==> src/rtl/mcs4_pkg.sv <==
// mcs4: shared MCS-4 types, with the ROM loader state encoding and the NOP opcode.
package mcs4;
  typedef logic [3:0] char_t;
  typedef enum logic [2:0] {HDR, DATA, CKSUM, FILL, HOLD, DONE, ERR} loader_state_t;
  localparam logic [7:0] MCS4_NOP = 8'h00;
endpackage

==> src/rtl/mcs4_rom_loader_if.sv <==
// mcs4_rom_loader_if: byte stream in, ROM write port out; master = host side, slave = loader side.
interface mcs4_rom_loader_if #(parameter int ADDR_W = 8, parameter int DATA_W = 8);
  logic              s_valid;
  logic [7:0]        s_data;
  logic              s_ready;
  logic              rom_we;
  logic [ADDR_W-1:0] rom_addr;
  logic [DATA_W-1:0] rom_wdata;
  modport master (output s_valid, s_data, input s_ready, rom_we, rom_addr, rom_wdata);
  modport slave  (input s_valid, s_data, output s_ready, rom_we, rom_addr, rom_wdata);
endinterface

==> src/rtl/mcs4_rom_loader.sv <==
// mcs4_rom_loader: loads a framed image into i4001 ROM, NOP-fills the rest, then releases sys_rst.
// Define MCS4_LOADER_CKSUM_EN to require a trailing checksum byte (bad sum -> ERR).
module mcs4_rom_loader
  import mcs4::*;
#(
  parameter int ADDR_W      = 8,
  parameter int DATA_W      = 8,
  parameter int HOLD_CYCLES = 4
) (
  input  logic                clk,
  input  logic                rst,
  input  logic                load_req,
  mcs4_rom_loader_if.slave    bus,
  output logic                sys_rst,
  output logic                load_done,
  output logic                load_err
);
  loader_state_t     state_q, state_d, fill_or_hold, after_data;
  logic [ADDR_W-1:0] addr_q, addr_d, cnt_q, cnt_d, rom_addr_q, rom_addr_d;
  logic [DATA_W-1:0] rom_wdata_q, rom_wdata_d;
  logic [7:0]        sum_q, sum_d, hold_q, hold_d;
  logic              rom_we_q, rom_we_d, xfer;
  // A full-depth image leaves nothing to fill.
  assign fill_or_hold = (&cnt_q) ? HOLD : FILL;
`ifdef MCS4_LOADER_CKSUM_EN
  assign after_data = CKSUM;
  assign load_err   = state_q == ERR;
`else
  assign after_data = fill_or_hold;
  assign load_err   = 1'b0;
`endif
  assign bus.s_ready   = (state_q == HDR) || (state_q == DATA) || (state_q == CKSUM);
  assign xfer          = bus.s_valid && bus.s_ready;
  assign sys_rst       = state_q != DONE;
  assign load_done     = state_q == DONE;
  assign bus.rom_we    = rom_we_q;
  assign bus.rom_addr  = rom_addr_q;
  assign bus.rom_wdata = rom_wdata_q;
  always_comb begin
    state_d     = state_q;
    addr_d      = addr_q;
    cnt_d       = cnt_q;
    sum_d       = sum_q;
    hold_d      = '0;
    rom_we_d    = 1'b0;
    rom_addr_d  = rom_addr_q;
    rom_wdata_d = rom_wdata_q;
    case (state_q)
      HDR: if (xfer) begin
        cnt_d   = ADDR_W'(bus.s_data);
        addr_d  = '0;
        sum_d   = '0;
        state_d = DATA;
      end
      DATA: if (xfer) begin
        rom_we_d    = 1'b1;
        rom_addr_d  = addr_q;
        rom_wdata_d = DATA_W'(bus.s_data);
        addr_d      = addr_q + 1'b1;
        sum_d       = sum_q + bus.s_data;
        if (addr_q == cnt_q) state_d = after_data;
      end
      FILL: begin
        rom_we_d    = 1'b1;
        rom_addr_d  = addr_q;
        rom_wdata_d = DATA_W'(MCS4_NOP);
        addr_d      = addr_q + 1'b1;
        if (&addr_q) state_d = HOLD;
      end
      HOLD: begin
        hold_d = hold_q + 1'b1;
        if (hold_q == 8'(HOLD_CYCLES - 1)) state_d = DONE;
      end
      DONE: if (load_req) state_d = HDR;
`ifdef MCS4_LOADER_CKSUM_EN
      CKSUM: if (xfer) state_d = (8'(sum_q + bus.s_data) == 8'h00) ? fill_or_hold : ERR;
      ERR: if (load_req) state_d = HDR;
`endif
      default: state_d = HDR;
    endcase
  end
  always_ff @(posedge clk) begin
    if (!rst) begin
      state_q     <= HDR;
      addr_q      <= '0;
      cnt_q       <= '0;
      sum_q       <= '0;
      hold_q      <= '0;
      rom_we_q    <= 1'b0;
      rom_addr_q  <= '0;
      rom_wdata_q <= '0;
    end else begin
      state_q     <= state_d;
      addr_q      <= addr_d;
      cnt_q       <= cnt_d;
      sum_q       <= sum_d;
      hold_q      <= hold_d;
      rom_we_q    <= rom_we_d;
      rom_addr_q  <= rom_addr_d;
      rom_wdata_q <= rom_wdata_d;
    end
  end
endmodule

==> src/flat_wrapper.sv <==
// flat-port wrapper written by rule: the top's interface ports become plain ports
module mcs4_rom_loader_flat import mcs4::*;
#(
  parameter int ADDR_W      = 8,
  parameter int DATA_W      = 8,
  parameter int HOLD_CYCLES = 4
)
  (clk, rst, load_req, sys_rst, load_done, load_err, bus_s_valid, bus_s_data, bus_s_ready, bus_rom_we, bus_rom_addr, bus_rom_wdata);
  mcs4_rom_loader_if #(.ADDR_W(ADDR_W), .DATA_W(DATA_W)) bus_i ();
  input  logic clk;
  input  logic rst;
  input  logic load_req;
  output logic sys_rst;
  output logic load_done;
  output logic load_err;
  input wire logic [$bits(bus_i.s_valid)-1:0] bus_s_valid;
  input wire logic [$bits(bus_i.s_data)-1:0] bus_s_data;
  output wire logic [$bits(bus_i.s_ready)-1:0] bus_s_ready;
  output wire logic [$bits(bus_i.rom_we)-1:0] bus_rom_we;
  output wire logic [$bits(bus_i.rom_addr)-1:0] bus_rom_addr;
  output wire logic [$bits(bus_i.rom_wdata)-1:0] bus_rom_wdata;
  assign bus_i.s_valid = bus_s_valid;
  assign bus_i.s_data = bus_s_data;
  assign bus_s_ready = bus_i.s_ready;
  assign bus_rom_we = bus_i.rom_we;
  assign bus_rom_addr = bus_i.rom_addr;
  assign bus_rom_wdata = bus_i.rom_wdata;
  mcs4_rom_loader #(.ADDR_W(ADDR_W), .DATA_W(DATA_W), .HOLD_CYCLES(HOLD_CYCLES)) u_core (.clk(clk), .rst(rst), .load_req(load_req), .bus(bus_i), .sys_rst(sys_rst), .load_done(load_done), .load_err(load_err));
endmodule
==> config.mk <==
export PLATFORM = sky130hd
export DESIGN_NAME = mcs4_rom_loader_flat
export DESIGN_NICKNAME = d
export VERILOG_FILES = /design/src/rtl/mcs4_pkg.sv /design/src/rtl/mcs4_rom_loader_if.sv /design/src/rtl/mcs4_rom_loader.sv /design/src/flat_wrapper.sv
export SDC_FILE = /design/constraint.sdc
export NUM_CORES = 1
export LEC_CHECK = 0
export CAP_MARGIN = 20
export CORE_AREA = 3 3 64 66
export DETAILED_ROUTE_END_ITERATION = 7
export DIE_AREA = 0 0 67 69
export HOLD_SLACK_MARGIN = 0.02
export PLACE_DENSITY = 0.78
export SYNTH_ARGS = -nofsm -noshare
export SYNTH_HDL_FRONTEND = slang
export SYNTH_SLANG_ARGS = --single-unit
==> constraint.sdc <==
create_clock -name clk -period 2.55 [get_ports clk]
set_input_delay 0.51 -clock clk [delete_from_list [all_inputs] [get_ports clk]]
set_output_delay 0.51 -clock clk [all_outputs]
set_load 0.03 [all_outputs]
==> results of run 1 <==
worst min path at each step:
stage,endpoint,slack [ns],cells after the start
floorplan,u_core.hold_q[0],0.44,1
global placement,u_core.hold_q[0],0.46,1
detailed placement,u_core.hold_q[0],0.47,1
CTS,u_core.hold_q[0],0.49,1
global route,u_core.cnt_q[7],0.51,2
finish,u_core.hold_q[0],0.48,1
stage by stage:
| stage | util (%) | cell area [um^2] |
|---|---|---|
| CTS | 66.05 | 2400 |
| detailed placement | 62.84 | 2283 |
| floorplan | - | 1977 |
| global placement | 62.84 | 2283 |
| finish | 66.05 | 2400 |
| global route | 66.05 | 2400 |
report_power, final:
group | switching, mW | total [mW] | internal [mW]
registers | 0.0315 | 0.744 | 0.712
logic | 0.123 | 0.222 | 0.0986
clock network | 0.242 | 0.537 | 0.295
state kept, by name (all words and copies together) (netlist names):
name                  count
u_core.addr_q             8
u_core.bus.rom_we         1
u_core.cnt_q              8
u_core.bus.rom_wdata      8
u_core.hold_q             8
u_core.bus.rom_addr       8
u_core.state_q            3
Yosys cell counts, types with 4 or more instances:
master,count,area (um^2)
inv_1,5,18.77
nand2_1,23,86.33
mux2i_1,9,90.09
clkbuf_1,5,18.77
nand3_1,11,55.05
a22oi_1,8,60.06
nor3_1,4,20.02
nand4_1,5,31.28
dfxtp_1,44,880.8
nor2_1,40,150.1
xnor2_1,14,122.6
xor2_1,6,52.55
a21oi_1,10,50.05
buf_2,4,20.02
cell type report:
cell class	count	area (um^2)	area share (%)
tap	48	60.06	2.503
inverter	5	18.77	0.7821
clock buffer	5	68.82	2.868
multi-input combinational	160	998.5	41.61
timing repair buffer	33	325.3	13.56
clock inverter	3	47.55	1.981
sequential	44	880.8	36.70
kinds of logic (layout without fill, tap and decap cells):
group	after synthesis	after routing
DFF	44	44
xor gates and xnor gates	20	20
AOI/OAI and AO/OA	29	29
muxes	10	10
buffers and inverters	18	46
adders and majority gates	2	2
other	1	1
and+or+nand+nor	98	98
metal layers:
layer / part of all wire [%] / wire length, um
met5: 0 / 0
met2: 49 / 1867
met4: 1.1 / 42
met3: 4.4 / 169
met1: 46 / 1768
==> flow_metrics.env, run 1 <==
export IMPL_hp_start="u_core.hold_q[0]"
export IMPL_synth_top_family_by_area="simple AND/OR/NAND/NOR gates"
export IMPL_finalHoldViolations=0
export IMPL_via_count=1579
export IMPL_slew_headroom_pct=60.51
export IMPL_via_per_inst=5.299
export IMPL_grt_pass1_vias=1448
export IMPL_drc=0
export IMPL_min_period_over_period_pct=90.41
export IMPL_setup_tns_ns=0
export IMPL_slowest_delay_ns=0.67
export IMPL_wirelength_um=3848
export IMPL_syn_avg_cell_area_um2=8.905
export IMPL_power_density_nw_per_um2=626.0
export IMPL_drv_slew=0
export IMPL_async_flop_share_pct=0
export IMPL_r2r_slack_ns=0.74
export IMPL_worstReg2RegEnd="u_core.addr_q[0]"
export IMPL_grt_overflow=0
export IMPL_ys_seq_elements=44
export IMPL_io_pins=33
export IMPL_synthFlopType="dfxtp_1"
export IMPL_dp_hpwl_um=2775
export IMPL_synth_compound_area_share_pct=10.51
export IMPL_tritoncts="built"
export IMPL_mostFrequentLayoutCell="dfxtp_1"
export IMPL_io_buffers=31
export IMPL_ir_worst_vdd_uv=407.7
export IMPL_crit_end="load_done"
export IMPL_syn_inst=222
export IMPL_clock_fmax_ghz=0.4337
export IMPL_synth_cell_types=43
export IMPL_cpLargestDelayFamily="buffers and inverters"
export IMPL_final_nets=263
export IMPL_start_kind="flip-flop"
export IMPL_synth_fp_nets=236
export IMPL_finalWorstSetupSlack_ns=0.2445
export IMPL_synth_area_um2=1977
export IMPL_start_util_pct=54.41
export IMPL_reg2regPathDepth=5
export IMPL_synth_edf_count=0
export IMPL_rows=22
export IMPL_r2r_start="u_core.state_q[0]"
export IMPL_antenna_found_initial=0
export IMPL_synth_mux_area_share_pct=5.127
export IMPL_die_w_um=67
export IMPL_final_cell_mix="44 x dfxtp_1, 40 x nor2_1, 31 x clkdlybuf4s50_1"
export IMPL_cellLeakagePower_nw=0.9032
export IMPL_cts_buffer_depth=2
export IMPL_nFillCells=317
export IMPL_grt_max_degree=29
export IMPL_place_gp_congestion=0.7855
export IMPL_ctsRootBufferMaster="clkbuf_8"
export IMPL_synthSimpleGateAreaFrac_pct=24.56
export IMPL_area_growth_pct=21.39
export IMPL_hold_buffers=0
export IMPL_crit_buf_inv=1
export IMPL_cts_resized=0
export IMPL_cp_max_fo=13
export IMPL_cts_buffers=5
export IMPL_timing_hold_ws_ns=0.4781
export IMPL_coreArea_um2=3633
export IMPL_cts_sinks=44
export IMPL_rsz0062_at_grt="no"
export IMPL_grt_pass1_wl_um=6506
export IMPL_maxCapViolations=0
export IMPL_slowest_stage="clkdlybuf4s50_1"
export IMPL_final_antenna_net_count=0
export IMPL_global_route_usage_met2_pct=27.73
export IMPL_path_cells="and2_1 > clkdlybuf4s50_1"
export IMPL_first_pass_iters=4
export IMPL_min_path_type="flip-flop to flip-flop"
export IMPL_arrival_ns=1.80
export IMPL_grt_use_total_pct=18.27
export IMPL_path_depth=2
export IMPL_antenna_cells=0
export IMPL_worst_pin_slew_ns=0.5902
export IMPL_yosysWarnings=0
export IMPL_cts_setup_buffers=0
export IMPL_cp_end_kind="output port"
export IMPL_synthXorXnorAreaFrac_pct=8.861
export IMPL_ys_seq_area_share_pct=44.56
export IMPL_dp_slack_ns=0.3941
export IMPL_fin_worst_skew_ns=0.006697
export IMPL_required_ns=2.04
export IMPL_dp_cells=290
export IMPL_run_status="finished clean"
export IMPL_die_area_um2=4623
export IMPL_drive_gt1_share_pct=8.800
export IMPL_synthAdderAreaFrac_pct=1.266
export IMPL_drt_iter0_drc=69
export IMPL_busiest_layer="met2"
export IMPL_clk_pin_slew_ns=0.08
export IMPL_die_h_um=69
export IMPL_critPathKind="flip-flop to output port"
export IMPL_p_total_mw=1.502
export IMPL_met1_usage_pct=23.56
export IMPL_setup_violations=0
export IMPL_final_cell_count_no_fill=298
export IMPL_critPathLaunch="u_core.state_q[0]"
export IMPL_cts_htree_levels=2
export IMPL_wl_per_cell_um=12.91
export IMPL_clock_latency_ns=0.30
export IMPL_grt_use_met3_pct=6.515
export IMPL_fin_crit_ns=2.306
(Power assumes the default switching activity.)
==> run 2, diff against run 1 <==
--- a/config.mk
+++ b/config.mk
@@ -11,6 +11,7 @@
 export DIE_AREA = 0 0 67 69
 export HOLD_SLACK_MARGIN = 0.02
 export PLACE_DENSITY = 0.78
+export SKIP_LAST_GASP = 1
 export SYNTH_ARGS = -nofsm -noshare
 export SYNTH_HDL_FRONTEND = slang
 export SYNTH_SLANG_ARGS = --single-unit
==> results of run 2 <==
The final DEF is identical to that of run 1; final timing and power are the same.
